`src/rtl/div_pkg.sv`:
```
// -----------------------------------------------------------------------------
// div_pkg
// Shared definitions for the iterative signed divider:
//   DIV_WIDTH    default operand/result width
//   div_state_e  controller states (IDLE -> CALC -> FIX -> DONE)
//   div_negate   two's complement negation on a 64-bit container
//   div_abs      conditional negation (magnitude of a two's complement value)
// Callers zero-extend WIDTH-bit values into 64 bits and truncate the result back
// to WIDTH bits; the low WIDTH bits are then the negation modulo 2^WIDTH.
// -----------------------------------------------------------------------------
package div_pkg;

  localparam int DIV_WIDTH = 32;

  typedef enum logic [1:0] {
    ST_IDLE = 2'd0,
    ST_CALC = 2'd1,
    ST_FIX  = 2'd2,
    ST_DONE = 2'd3
  } div_state_e;

  function automatic logic [63:0] div_negate(input logic [63:0] v);
    return ~v + 64'd1;
  endfunction

  function automatic logic [63:0] div_abs(input logic [63:0] v, input logic neg);
    logic [63:0] r;
    if (neg) begin
      r = div_negate(v);
    end else begin
      r = v;
    end
    return r;
  endfunction

endpackage

```
`src/rtl/div_restore_step.sv`:
```
// -----------------------------------------------------------------------------
// div_restore_step
// One combinational restoring-division step: shift the next dividend magnitude
// bit into the partial remainder, trial-subtract the divisor magnitude, keep the
// difference when it is non-negative.
// Ports:
//   p        in   WIDTH+1  current partial remainder (always < mag_d)
//   mag_d    in   WIDTH    divisor magnitude (nonzero)
//   next_bit in   1        next dividend magnitude bit, MSB first
//   p_next   out  WIDTH+1  updated partial remainder
//   q_bit    out  1        retired quotient bit
// -----------------------------------------------------------------------------
module div_restore_step #(
  parameter int WIDTH = 32
) (
  input  logic [WIDTH:0]   p,
  input  logic [WIDTH-1:0] mag_d,
  input  logic             next_bit,
  output logic [WIDTH:0]   p_next,
  output logic             q_bit
);

  logic [WIDTH+1:0] shifted_s;
  logic [WIDTH+1:0] mag_d_ext_s;

  assign shifted_s   = {p, next_bit};
  assign mag_d_ext_s = {2'b00, mag_d};

  // Trial subtraction; the difference always fits WIDTH+1 bits because p < mag_d.
  always_comb begin
    if (shifted_s >= mag_d_ext_s) begin
      p_next = (WIDTH+1)'(shifted_s - mag_d_ext_s);
      q_bit  = 1'b1;
    end else begin
      p_next = shifted_s[WIDTH:0];
      q_bit  = 1'b0;
    end
  end

endmodule

```
`src/rtl/signed_divide_iter.sv`:
```
// -----------------------------------------------------------------------------
// signed_divide_iter
// Iterative signed restoring divider, one quotient bit per clock, one op in
// flight. Quotient truncates toward zero; remainder takes the dividend's sign.
// Ports:
//   clk, rst_n          clock (rising edge), asynchronous active-low reset
//   start               request, sampled only in IDLE
//   dividend, divisor   signed operands, sampled with an accepted start
//   busy                high in CALC and FIX
//   done                one-cycle pulse, results valid from this cycle
//   quotient, remainder signed results, held until the next accepted op
//   div_by_zero         set with done when divisor was zero
// Configuration macro: DIV_EARLY_OUT_EN -- when defined, ops with
// |dividend| < |divisor| skip CALC and go straight to FIX.
// -----------------------------------------------------------------------------
module signed_divide_iter
  import div_pkg::*;
#(
  parameter int WIDTH = DIV_WIDTH
) (
  input  logic             clk,
  input  logic             rst_n,
  input  logic             start,
  input  logic [WIDTH-1:0] dividend,
  input  logic [WIDTH-1:0] divisor,
  output logic             busy,
  output logic             done,
  output logic [WIDTH-1:0] quotient,
  output logic [WIDTH-1:0] remainder,
  output logic             div_by_zero
);

  localparam int CW = $clog2(WIDTH) + 1;

  div_state_e       state_q, state_d;
  logic [WIDTH-1:0] mag_n_q, mag_n_d;   // dividend magnitude, shifted left as bits are consumed
  logic [WIDTH-1:0] mag_d_q, mag_d_d;
  logic             sign_q_q, sign_q_d;
  logic             sign_r_q, sign_r_d;
  logic [WIDTH:0]   p_q, p_d;
  logic [WIDTH-1:0] q_q, q_d;
  logic [CW-1:0]    cnt_q, cnt_d;
  logic [WIDTH-1:0] quotient_q, quotient_d;
  logic [WIDTH-1:0] remainder_q, remainder_d;
  logic             dbz_q, dbz_d;
  logic             busy_q, busy_d;
  logic             done_q, done_d;

  logic [WIDTH-1:0] abs_n_s, abs_d_s;
  logic [WIDTH:0]   step_p_s;
  logic             step_q_s;

  assign abs_n_s = WIDTH'(div_abs(64'(dividend), dividend[WIDTH-1]));
  assign abs_d_s = WIDTH'(div_abs(64'(divisor), divisor[WIDTH-1]));

  div_restore_step #(.WIDTH(WIDTH)) u_step (
    .p        (p_q),
    .mag_d    (mag_d_q),
    .next_bit (mag_n_q[WIDTH-1]),
    .p_next   (step_p_s),
    .q_bit    (step_q_s)
  );

  // Next-state, datapath and output-register logic for the divider controller.
  always_comb begin
    state_d     = state_q;
    mag_n_d     = mag_n_q;
    mag_d_d     = mag_d_q;
    sign_q_d    = sign_q_q;
    sign_r_d    = sign_r_q;
    p_d         = p_q;
    q_d         = q_q;
    cnt_d       = cnt_q;
    quotient_d  = quotient_q;
    remainder_d = remainder_q;
    dbz_d       = dbz_q;

    case (state_q)
      ST_IDLE: begin
        if (start) begin
          if (divisor == {WIDTH{1'b0}}) begin
            quotient_d  = {WIDTH{1'b1}};
            remainder_d = dividend;
            dbz_d       = 1'b1;
            state_d     = ST_DONE;
          end else begin
            mag_n_d  = abs_n_s;
            mag_d_d  = abs_d_s;
            sign_q_d = dividend[WIDTH-1] ^ divisor[WIDTH-1];
            sign_r_d = dividend[WIDTH-1];
            p_d      = {(WIDTH+1){1'b0}};
            q_d      = {WIDTH{1'b0}};
            cnt_d    = {CW{1'b0}};
            dbz_d    = 1'b0;
            state_d  = ST_CALC;
`ifdef DIV_EARLY_OUT_EN
            // Quotient is zero and the remainder magnitude is |N|: only the sign fix-up remains.
            if (abs_n_s < abs_d_s) begin
              p_d     = {1'b0, abs_n_s};
              state_d = ST_FIX;
            end else begin
              state_d = ST_CALC;
            end
`endif
          end
        end else begin
          state_d = ST_IDLE;
        end
      end
      ST_CALC: begin
        p_d     = step_p_s;
        q_d     = {q_q[WIDTH-2:0], step_q_s};
        mag_n_d = {mag_n_q[WIDTH-2:0], 1'b0};
        cnt_d   = cnt_q + CW'(1);
        if (cnt_q == CW'(WIDTH - 1)) begin
          state_d = ST_FIX;
        end else begin
          state_d = ST_CALC;
        end
      end
      ST_FIX: begin
        // Negation modulo 2^WIDTH makes -2^(W-1) / -1 wrap to -2^(W-1).
        quotient_d  = sign_q_q ? WIDTH'(div_negate(64'(q_q))) : q_q;
        remainder_d = sign_r_q ? WIDTH'(div_negate(64'(p_q))) : p_q[WIDTH-1:0];
        state_d     = ST_DONE;
      end
      ST_DONE: begin
        state_d = ST_IDLE;
      end
      default: begin
        state_d = ST_IDLE;
      end
    endcase

    busy_d = (state_d == ST_CALC) || (state_d == ST_FIX);
    done_d = (state_d == ST_DONE);
  end

  // State and datapath registers with asynchronous reset.
  always_ff @(posedge clk or negedge rst_n) begin
    if (!rst_n) begin
      state_q     <= ST_IDLE;
      mag_n_q     <= {WIDTH{1'b0}};
      mag_d_q     <= {WIDTH{1'b0}};
      sign_q_q    <= 1'b0;
      sign_r_q    <= 1'b0;
      p_q         <= {(WIDTH+1){1'b0}};
      q_q         <= {WIDTH{1'b0}};
      cnt_q       <= {CW{1'b0}};
      quotient_q  <= {WIDTH{1'b0}};
      remainder_q <= {WIDTH{1'b0}};
      dbz_q       <= 1'b0;
      busy_q      <= 1'b0;
      done_q      <= 1'b0;
    end else begin
      state_q     <= state_d;
      mag_n_q     <= mag_n_d;
      mag_d_q     <= mag_d_d;
      sign_q_q    <= sign_q_d;
      sign_r_q    <= sign_r_d;
      p_q         <= p_d;
      q_q         <= q_d;
      cnt_q       <= cnt_d;
      quotient_q  <= quotient_d;
      remainder_q <= remainder_d;
      dbz_q       <= dbz_d;
      busy_q      <= busy_d;
      done_q      <= done_d;
    end
  end

  assign busy        = busy_q;
  assign done        = done_q;
  assign quotient    = quotient_q;
  assign remainder   = remainder_q;
  assign div_by_zero = dbz_q;

endmodule
```
`config.mk`:
```
export PLATFORM = sky130hd
export DESIGN_NAME = signed_divide_iter
export DESIGN_NICKNAME = d
export VERILOG_FILES = /design/src/rtl/div_pkg.sv /design/src/rtl/div_restore_step.sv /design/src/rtl/signed_divide_iter.sv
export SDC_FILE = /design/constraint.sdc
export NUM_CORES = 1
export LEC_CHECK = 0
export ABC_AREA = 0
export CORE_AREA = 8 8 179 181
export DETAILED_ROUTE_END_ITERATION = 10
export DIE_AREA = 0 0 187 189
export PLACE_DENSITY = 0.77
export SLEW_MARGIN = 10
export SYNTH_ARGS = -nofsm -noshare
export SYNTH_HDL_FRONTEND = slang
export SYNTH_SLANG_ARGS = --single-unit
```
`constraint.sdc`:
```
create_clock -name clk -period 3.5 [get_ports clk]
set_clock_uncertainty 0.15 [all_clocks]
set_input_delay 0.7 -clock clk [delete_from_list [all_inputs] [get_ports clk]]
set_output_delay 0.7 -clock clk [all_outputs]
set_load 0.05 [all_outputs]
```
==> metrics.yaml <==
dr.pass1.iters: 5
synth_top_area_share_pct: 39.89
syn-num-nets: 1655
grt_max_degree: 83
ys.flop_type: "dfrtp_1"
via_per_inst: 5.716
grt.total_usage_pct: 19.93
vdd_drop_max_uv: 479.2
wirelength_um: 36510
worstPathRequired_ns: 3.76
setup_viol: 0
p_sw_w: 0.006640
dp_worst_setup_slack_ns: -0.6288
layout-drive-gt1-share_pct: 11.13
crit_top_cell: "or4_4"
crit_chain: "buf_6 > or3_4 > or4_4 > or2_4 > or4_4 > or4_4 > o41ai_4 > xor2_1 > o21ai_1"
cp_max_fo: 4
grt_pass1_vias: 11850
cts_max_path_buffers: 3
final_common_cell: "nand2_1"
rsz0062_at_grt: "yes"
setup.worst_path.end_class: "register"
crit_slowest_cell: "or4_4"
place.gp.congestion: 0.9204
grt_first_pass_wirelength_um: 59700
avgRoutedWirePerCell_um: 17.19
die_h_um: 189
start_util_pct: 44.19
ys.warnings.count: 0
core_region_area_sq_um: 29240
post-route-period-util_pct: 99.63
hold_class: "input pin to async pin"
slew_viol_final: 0
max_freq_mhz: 286.8
numPlacedInstances: 2078
cts_max_level: 1
synthToLayoutAreaGrowth_pct: 25.49
die_area_sq_um: 35340
start_kind: "input pin"
cts_tree: "built"
power.leakage_nw: 6.823
pin_count: 134
clockRootBuffer: "clkbuf_16"
syn_inst: 1549
critPathBufInv: 1
clkLatencyLatePin_ns: 0.53
crit_family: "simple AND/OR/NAND/NOR gates"
fin_cells: 2124
grt.overflow.total: 0
synth_edf_count: 0
cp.arrival_ns: 3.74
worst_slew_pin_slew_ns: 0.8921
slew_headroom_pct: 40.53
period_minus_slack_ns: 3.487
drt-initial-drc-count: 928
status: "finished, final reports clean"
clkPwrFrac_pct: 16.5
p_int_w: 0.008170
maxCapViolations: 0
num_antenna_cells: 0
async_flop_share_pct: 100.0
grt_antenna_before_repair: 0
synth_top_cells_by_area: "dfrtp_1 (40%), nand2_1 (7.1%), o21ai_0 (6.5%)"
synth-seq-area-share_pct: 39.89
syn_area_sq_um: 12920
synth_area_leader_cell: "dfrtp_1"
hold_viol: 0
final_antenna_net_count: 0
ys_seq_elements: 206
power_frac_comb_pct: 54.9
cts_sinks: 206
path_clk_slew_ns: 0.06
cts_buffers: 24
power.density_nw_per_um2: 913.3
netSwitchingFraction_pct: 44.84
die_w_um: 187
syn-mean-instance-area_sq_um: 8.342
cpPeakStageDelay_ns: 0.57
port_buffers: 133
synth_cell_types: 64
fin_ws_ns: 0.01286
rows: 63
seq_power_share_pct: 28.6
final_nets: 1822
dpl.hpwl_um: 26890
path_class: "input pin to register"
drc: 0
final_cell_mix: "nand2_1 (244), dfrtp_1 (206), o21ai_0 (167)"
num_vias: 12140
metal layers:
layer	up-vias	wire [um]	track usage, %	part of all wire [%]
met2	372	17560	34.39	48
met4	0	1516	8.430	4.2
met5	-	0	0	0
met1	5805	15560	24.81	43
met3	89	1872	2.704	5.1
li1	5874	-	-	-
per-stage QoR:
step	util, %	setup TNS, ns	cell area [sq um]	hold slack, ns	power, W
after CTS	55.08	-0.04376	16110	0.08189	0.01474
after floorplan	-	-0.06721	12930	0.2544	0.009967
final	55.45	0	16220	0.05018	0.01481
after global routing	55.45	-0.09861	16220	0.1154	0.01600
after detailed placement	52.37	-46.66	15320	0.3240	0.01219
after global placement	52.37	-38.31	15320	0.3124	0.01198
worst paths after layout:
path	from	end	slack [ns]	depth (start not counted)
min reg2reg	mag_d_q[25]	mag_d_q[25]	0.33	2
max in group asynchronous	rst_n	remainder[29]	2.30	2
max reg2reg	q_q[1]	quotient[28]	0.10	10
min	rst_n	quotient[10]	0.05	1
max	dividend[3]	mag_n_q[26]	0.01	9
min in group clk	mag_d_q[25]	mag_d_q[25]	0.33	2
sequential cells by signal (all words and copies together) (netlist names):
signal / count
busy: 1
mag_n_q: 32
p_q: 33
div_by_zero: 1
sign_q_q: 1
done: 1
mag_d_q: 32
q_q: 32
quotient: 32
sign_r_q: 1
remainder: 32
cnt_q: 6
state_q: 2
cell usage after synthesis (2+ instances only):
cell type / n
mux2_2: 2
xor2_1: 77
o21ai_0: 169
a21oi_1: 111
o22ai_1: 30
nand2_1: 245
o41ai_1: 18
a22oi_1: 15
a41oi_1: 2
buf_1: 3
o21bai_1: 6
nand3_1: 33
a31oi_1: 34
o41a_1: 2
clkbuf_1: 96
a21o_1: 10
mux2i_1: 11
or3_4: 3
nor4b_1: 3
or4_4: 5
and2_1: 5
a32oi_1: 9
xnor2_1: 67
ha_1: 38
o21ai_1: 4
o211ai_1: 9
dfrtp_1: 206
a221o_1: 5
or4_1: 19
nor2b_1: 4
nor4_1: 10
or2_2: 8
a311oi_1: 2
or3_1: 11
nand4_1: 10
nand2b_1: 12
nor2_1: 79
a211oi_1: 8
a22o_1: 6
inv_1: 54
and3_1: 6
o31ai_1: 33
a21boi_0: 3
nor3_1: 46
final cells by class:
class	instances	area, sq um
timing repair buffer	241	2262
clock buffer	36	695.7
clock inverter	8	85.08
tap	390	488.0
sequential	206	5155
inverter	54	202.7
fill	2571	13030
multi-input combinational	1189	7328
power groups by stage:
stage          clock network [W]  registers [W]  logic [W]
2_1_floorplan                  0        0.00418    0.00579
3_3_place_gp                   0        0.00418    0.00780
3_5_place_dp                   0        0.00422    0.00796
4_1_cts                  0.00250        0.00420    0.00804
5_1_grt                  0.00258        0.00434    0.00907
6_report                 0.00245        0.00423    0.00813
repair_timing:
| action | in CTS | in global routing |
|---|---|---|
| buffers inserted | 0 | 2 |
| endpoints found under the hold margin | 0 | 0 |
| endpoints found under the setup margin | 5 | 41 |
| gates cloned | 0 | 0 |
| pin swaps | 2 | 14 |
| gates resized for setup | 2 | 34 |
| hold buffers | 0 | 0 |
cells by family (layout without fill, tap and decap cells):
group	count (synthesis)	in the layout	share of synthesized area, %
AOI/OAI and AO/OA	486	486	22.82
xor gates and xnor gates	144	144	9.760
adders and majority gates	39	39	3.834
buffers and inverters	154	339	4.483
DFF	206	206	39.89
muxes	13	13	1.026
and+or+nand+nor	507	507	18.18
(Power assumes the default switching activity.)
